File: src/rtl/pulse_burst_rx.sv
// Receive-side decoder for the pulse-burst line: synchronise, glitch-filter,
// count filtered rising edges and report the count once the line has stayed low for a full gap.
module pulse_burst_rx #(
  parameter int CNT_W       = 8,
  parameter int SYNC_STAGES = 2,
  parameter int FILT_LEN    = 16,
  parameter int GAP_CYCLES  = 262144
) (
  input  logic             clk,
  input  logic             reset_n,
  input  logic             in,
  output logic [CNT_W-1:0] count,
  output logic             valid,
  output logic             overflow,
  output logic             busy
);

  localparam int STAB_W = $clog2(FILT_LEN + 1);
  localparam int GAP_W  = $clog2(GAP_CYCLES + 1);
  localparam int PCNT_W = CNT_W + 1;

  localparam logic [STAB_W-1:0] STAB_LAST = STAB_W'(FILT_LEN - 1);
  localparam logic [GAP_W-1:0]  GAP_LAST  = GAP_W'(GAP_CYCLES);

  typedef enum logic [1:0] {IDLE, HIGH, LOW} state_t;

  logic [SYNC_STAGES-1:0] r_sync;
  logic [STAB_W-1:0]      r_stab;
  logic                   r_f;
  logic [PCNT_W-1:0]      r_pulses;
  logic [GAP_W-1:0]       r_gap;
  state_t                 r_state;

  logic w_s;
  logic w_stab_hit;
  logic w_f_nxt;
  logic w_rise;

  // Pulse counter stops at 2^CNT_W; that value alone marks overflow.
  function automatic logic [PCNT_W-1:0] sat_inc(input logic [PCNT_W-1:0] p);
    return p[CNT_W] ? p : p + PCNT_W'(1);
  endfunction

  function automatic logic [CNT_W-1:0] sat_count(input logic [PCNT_W-1:0] p);
    return p[CNT_W] ? {CNT_W{1'b1}} : p[CNT_W-1:0];
  endfunction

  assign w_s        = r_sync[SYNC_STAGES-1];
  assign w_stab_hit = (w_s != r_f) && (r_stab == STAB_LAST);
  assign w_f_nxt    = w_stab_hit ? w_s : r_f;
  // The FSM reacts to the filtered level in the same edge that updates it.
  assign w_rise     = w_f_nxt & ~r_f;

  always_ff @(posedge clk or negedge reset_n) begin
    if (!reset_n) begin
      r_sync <= '0;
      r_stab <= '0;
      r_f    <= 1'b0;
    end else begin
      r_sync <= {r_sync[SYNC_STAGES-2:0], in};
      if (w_s == r_f) begin
        r_stab <= '0;
      end else if (w_stab_hit) begin
        r_stab <= '0;
        r_f    <= w_s;
      end else begin
        r_stab <= r_stab + STAB_W'(1);
      end
    end
  end

  always_ff @(posedge clk or negedge reset_n) begin
    if (!reset_n) begin
      r_state  <= IDLE;
      r_pulses <= '0;
      r_gap    <= '0;
      count    <= '0;
      valid    <= 1'b0;
      overflow <= 1'b0;
      busy     <= 1'b0;
    end else begin
      valid <= 1'b0;
      case (r_state)
        IDLE: begin
          if (w_rise) begin
            r_pulses <= PCNT_W'(1);
            busy     <= 1'b1;
            r_state  <= HIGH;
          end
        end
        HIGH: begin
          if (!w_f_nxt) begin
            r_gap   <= GAP_W'(1);
            r_state <= LOW;
          end
        end
        LOW: begin
          // A rise coinciding with gap expiry keeps the burst alive.
          if (w_rise) begin
            r_pulses <= sat_inc(r_pulses);
            r_gap    <= '0;
            r_state  <= HIGH;
          end else if (r_gap == GAP_LAST) begin
            valid    <= 1'b1;
            count    <= sat_count(r_pulses);
            overflow <= r_pulses[CNT_W];
            r_pulses <= '0;
            r_gap    <= '0;
            busy     <= 1'b0;
            r_state  <= IDLE;
          end else begin
            r_gap <= r_gap + GAP_W'(1);
          end
        end
        default: r_state <= IDLE;
      endcase
    end
  end

endmodule

File: config.mk
export PLATFORM = sky130hd
export DESIGN_NAME = pulse_burst_rx
export DESIGN_NICKNAME = d
export VERILOG_FILES = /design/src/rtl/pulse_burst_rx.sv
export SDC_FILE = /design/constraint.sdc
export NUM_CORES = 1
export LEC_CHECK = 0
export BUFFER_PORTS_ARGS = -buffer_cell sky130_fd_sc_hd__buf_2
export CORE_ASPECT_RATIO = 2
export CORE_MARGIN = 2
export CORE_UTILIZATION = 50
export DETAILED_ROUTE_END_ITERATION = 16
export PLACE_DENSITY = 0.78
export SYNTH_ARGS = -nofsm -noshare
export SYNTH_HDL_FRONTEND = slang
export SYNTH_SLANG_ARGS = --single-unit
File: constraint.sdc
create_clock -name clk -period 3.7 [get_ports clk]
set_input_delay 0.185 -clock clk [delete_from_list [all_inputs] [get_ports clk]]
set_output_delay 0.185 -clock clk [all_outputs]
set_load 0.1 [all_outputs]
Word level (Yosys, flattened, before mapping)
Cells that the tools add are included.

Add/sub/neg operators: 3. Equal/unequal tests: 12. Multiplexer cells: 25. Bitwise logic cells: 3. Reduce and logical (&&, ||, !) cells: 10.

Operators with widths (count): $mux W19 (3); $pmux W19 S2 (1); $mux W9 (4); $add A19 B1 Y19 const B (1); $eq A19 B19 Y1 const B (1); $pmux W9 S2 (1); $mux W5 (2); $add A9 B1 Y9 const B (1); $reduce_and A3 Y1 (3); $mux W2 (4); $mux W8 (1); $ne A2 B2 Y1 const B (4); $reduce_and A4 Y1 (2); $mux W1 (7); $ne A3 B3 Y1 const B (2); $pmux W2 S3 (1); $add A5 B1 Y5 const B (1); $eq A5 B4 Y1 const B (1); $reduce_bool A2 Y1 (2); $eq A2 B1 Y1 const B (1); $eq A2 B2 Y1 const B (1); $logic_not A2 Y1 (1); $not A1 Y1 (2); $pmux W1 S2 (1); 5 further kinds (5).

Bits in registers: 49. Input port bits: 3. Output and inout bits: 11. Word-level logic and storage cells: 64.

Depth between registers and ports, before layout
Word-level depth: 6. Gate-level depth with buffers: 9.

Worst setup path before layout
Ideal clock, no wire load.

Path kind: reg2reg. From: register r_stab[0]. To: register r_pulses[2]. Arrival: 1883 ps. Slack: 1691 ps. Cell stages (with the launch flop): 6. Buffers on the path: 0. Path through: dfrtp_1 -> ha_1 -> nand4b_1 -> or3_1 -> a22o_4 -> a221o_1.

Cells in the longest elaborated chain, start to end: 6. Elaborated cells on any way between the ends: 10. Classes of those cells: eq/ne (4); mux (3); bitwise (1); reduce/logical (2).

RTL lines: from (decl) (line 28) `logic [STAB_W-1:0] r_stab;`; from (signal assigned) (line 67) `r_stab <= r_stab + STAB_W'(1);`; $eq A5 B4 Y1 * (line 49) `assign w_stab_hit = (w_s != r_f) && (r_stab == STAB_LAST);`; $logic_and A1 B1 Y1 * (line 49); $mux W1 *; $and A1 B1 Y1 * (line 52) `assign w_rise = w_f_nxt & ~r_f;`; $ne A3 B3 Y1 (no source line), or another cell as far along; $reduce_and A4 Y1 (no source line) / $pmux W9 S2 (equally long branches); to (signal assigned) (line 100) `r_pulses <= sat_inc(r_pulses);`; to (decl) (line 30) `logic [PCNT_W-1:0] r_pulses;`.

Every way passes the cells marked *; elsewhere a longest branch is shown, timed or not. A chain may end at the register's enable or synchronous reset.

Worst setup path in the final report
From: register r_gap[0]. To: register r_gap[14].

Cells in the longest elaborated chain, start to end: 4. Elaborated cells on any way between the ends: 5. Classes of those cells: add/sub (1); eq/ne (1); mux (3).

RTL lines: from (decl) (line 31) `logic [GAP_W-1:0] r_gap;`; from (signal assigned) (line 112) `r_gap <= r_gap + GAP_W'(1);`; $add A19 B1 Y19 / $eq A19 B19 Y1 (equally long branches) (line 112, 103); $mux W19 * (line 103) `end else if (r_gap == GAP_LAST) begin`; $mux W19 * (line 99) `if (w_rise) begin`; $pmux W19 S2 * (line 83) `case (r_state)`.

Marks and branches as above.

==> out/summary.txt <==
Initial Util - 52.0%
# setup viols final - 0
final period demand of the worst path - 2.24 ns
I/O pin total - 14
Mapped Nets - 260
P&R area growth vs syn - 9.43%
crit-path max cell delay - 0.55 ns
clock slew seen by the registers of the worst setup and hold paths - 0.09 ns
Crit Path Class - reg -> reg
Crit path buffers/inverters - 0
post-route DRC violation count - 0
Worst VDD drop - 0.000348 V
biggest area consumer among synthesized cells - dfrtp_1
Worst setup EP type - flop
number of flops mapped to enable cells by yosys - 0
initial drt markers - 43
Yosys Warn Count - 0
routed wire length - 4.83 mm
Crit path top cell by count - nand3_1
Final Hold Fails - 0
Via density - 5.91
CTS tree - yes
post-CTS sizing - 0
first-pass GRT wire length - 8.27 mm
crit path to - r_gap[14]$_DFFE_PN0P_
ys async rst share - 100%
Yosys reg bits - 49
Power Dens Cells - 331 mW/mm^2
CP cell instances - ha_1 > nand4_1 > nor4_1 > nand3_1 > or3_2 > nand3_1
routability cong. - 0.841
commonest cells after routing, fill and taps aside - 49 x dfrtp_1, 31 x nand2_1, 26 x nor2_1, 16 x o21ai_0
Die X-Extent - 53.1 um
synthesized instance count - 253
cell internal pwr - 0.000679 W
Distinct cells, synth - 47
most common cell after layout, fill and taps aside - dfrtp_1
Top Family by Delay on Critical Path - simple AND/OR/NAND/NOR gates
antenna viol nets, final - 0
Hold Crit Class - reg -> reg
number of inserted diodes - 0
Reg area - 0.00123 mm^2
nets - 278
Clock Latency Late Sink - 0.30 ns
Seq pwr share - 62.0%
origin of the critical flop-to-flop path - r_gap[0]$_DFFE_PN0P_
crit share post-route - 60.6%
switching part of the total - 22.4%
Post-Route Setup TNS - 0 ns
postcts setup bufs - 0
skew final - 0.00504 ns
proportion of layout cells with a drive suffix above 1 - 15.8%
port bufs - 13
Pleak - 1.24 nW
top post-synthesis cells by area - dfrtp_1 51%, nand2_1 4.8%, nor2_1 4.0%
Final Max Tran Viols - 0
synthesized cell area - 0.00241 mm^2
WL/cell - 14.8 um
final hold slack - 0.366 ns
Rows - 35
Max Root-Sink Buffers - 2
Clk Tree Root Cell - clkbuf_8
CP Data Required Time - 3.94 ns
Worst EP arrival - 2.48 ns
P_sw - 0.000196 W
Worst R2R End - r_gap[14]$_DFFE_PN0P_
Slowest-stage cell, CP - nor4_1
max_slew headroom - 51.4%
ys flop type - dfrtp_1
initial antenna violation count - 0
via count - 1931
Crit path depth - 6
Die ar. - 0.00544 mm^2
Syn Area/Cell - 9.54 um^2
Logic pwr share - 2.5%
Max Cap Viol - 0
outcome - completed
Die Ht - 102 um
Num CTS Buffers - 5
Slew @ Worst Pin - 0.729 ns
gr ovfl total - 0
r2r setup slk - 1.46 ns
H-tree levels - 2
hold_buf cts - 2
HPWL Detailed - 3.43 mm
crit-path max FO - 6
fillers - 432
Multi-input gate area - 0.00111 mm^2
CP Launch Type - flop
RSZ-0062 raised after global routing - false
Fmax - 446 MHz
clock sinks - 49
Seq/Total Area, Yosys - 50.8%
GRT Overall Usage - 20.3%
core area - 0.00464 mm^2
CP startpoint - r_gap[0]$_DFFE_PN0P_
reg2reg path depth - 6
vias in the first global route - 1912
clock network power share - 35.5%
Yosys top cell area share - 50.8%
largest net degree at the start of global routing - 50
drt first pass iters - 4
kinds of logic (layout without fill, tap and decap cells):
group,Yosys count,in the layout,synth area share [%]
compound gates,64,64,17.8
xor+xnor,3,3,1.09
fa+ha+maj,4,4,2.07
buf+inv,18,37,3.37
flops,49,49,50.8
mux,1,1,0.415
simple gates,114,114,24.5
synth_stat cells (3+ instances only):
library cell	count
nor3_1	4
dfrtp_1	49
nand2b_1	4
a221o_1	4
buf_2	3
o21ai_0	16
nor4_1	4
ha_1	4
a21o_1	5
inv_1	11
a31oi_1	12
nand3_1	13
nand2_1	31
and3_2	4
nand4_1	7
clkbuf_1	3
xor2_1	3
a21oi_1	14
nor2_1	26
metal layers:
| metal | track usage [%] | wire length [um] | up-vias |
|---|---|---|---|
| met2 | 37.8 | 2630 | 43 |
| li1 | - | - | 951 |
| met4 | 12.0 | 223 | 0 |
| met5 | 0 | 0 | - |
| met3 | 2.78 | 130 | 18 |
| met1 | 20.3 | 1840 | 919 |
registers in the layout (all words and copies together), names as in the netlist:
register and count:
r_gap 19, r_stab 5, r_state 2, r_sync 2, valid 1, busy 1, r_f 1, count 8
overflow 1, r_pulses 9
power groups by stage:
| stage | registers [W] | logic [W] | clock network [W] |
|---|---|---|---|
| floorplan | 0.000552 | 0.00000651 | 0 |
| global placement | 0.000553 | 0.0000201 | 0 |
| detailed placement | 0.000553 | 0.0000207 | 0 |
| CTS | 0.000542 | 0.0000223 | 0.000319 |
| global route | 0.000543 | 0.0000255 | 0.000343 |
| finish | 0.000542 | 0.0000215 | 0.000311 |
cell type report:
class                           count  share of cell area [%]
Clock buffer                        6                    2.75
Clock inverter                      2                   0.568
Inverter                           11                    1.56
Multi-Input combinational cell    186                    42.0
Sequential cell                    49                    46.4
Tap cell                           55                    2.60
Timing Repair Buffer               18                    4.07
worst min path at each step:
| stage | start | end | slack, ns | depth (start not counted) |
|---|---|---|---|---|
| 6_report | r_sync[0]$_DFF_PN0_ | r_sync[1]$_DFF_PN0_ | 0.37 | 0 |
| 5_1_grt | r_sync[0]$_DFF_PN0_ | r_sync[1]$_DFF_PN0_ | 0.38 | 0 |
| 4_1_cts | r_sync[0]$_DFF_PN0_ | r_sync[1]$_DFF_PN0_ | 0.37 | 0 |
| 3_5_place_dp | in | r_sync[0]$_DFF_PN0_ | 0.29 | 1 |
| 3_3_place_gp | in | r_sync[0]$_DFF_PN0_ | 0.29 | 1 |
| 2_1_floorplan | reset_n | busy$_DFFE_PN0P_ | -0.11 | 0 |
metrics by stage:
| stage | util, % | instance area (um^2) | cells | setup WS (ns) | power (W) |
|---|---|---|---|---|---|
| floorplan | - | 2410 | 253 | 1.69 | 0.000559 |
| global placement | 54.6 | 2530 | 317 | 1.55 | 0.000573 |
| detailed placement | 54.6 | 2530 | 317 | 1.53 | 0.000574 |
| CTS | 56.9 | 2640 | 327 | 1.47 | 0.000884 |
| global route | 56.9 | 2640 | 327 | 1.28 | 0.000912 |
| finish | 56.9 | 2640 | 327 | 1.46 | 0.000875 |
(Power assumes the default switching activity.)
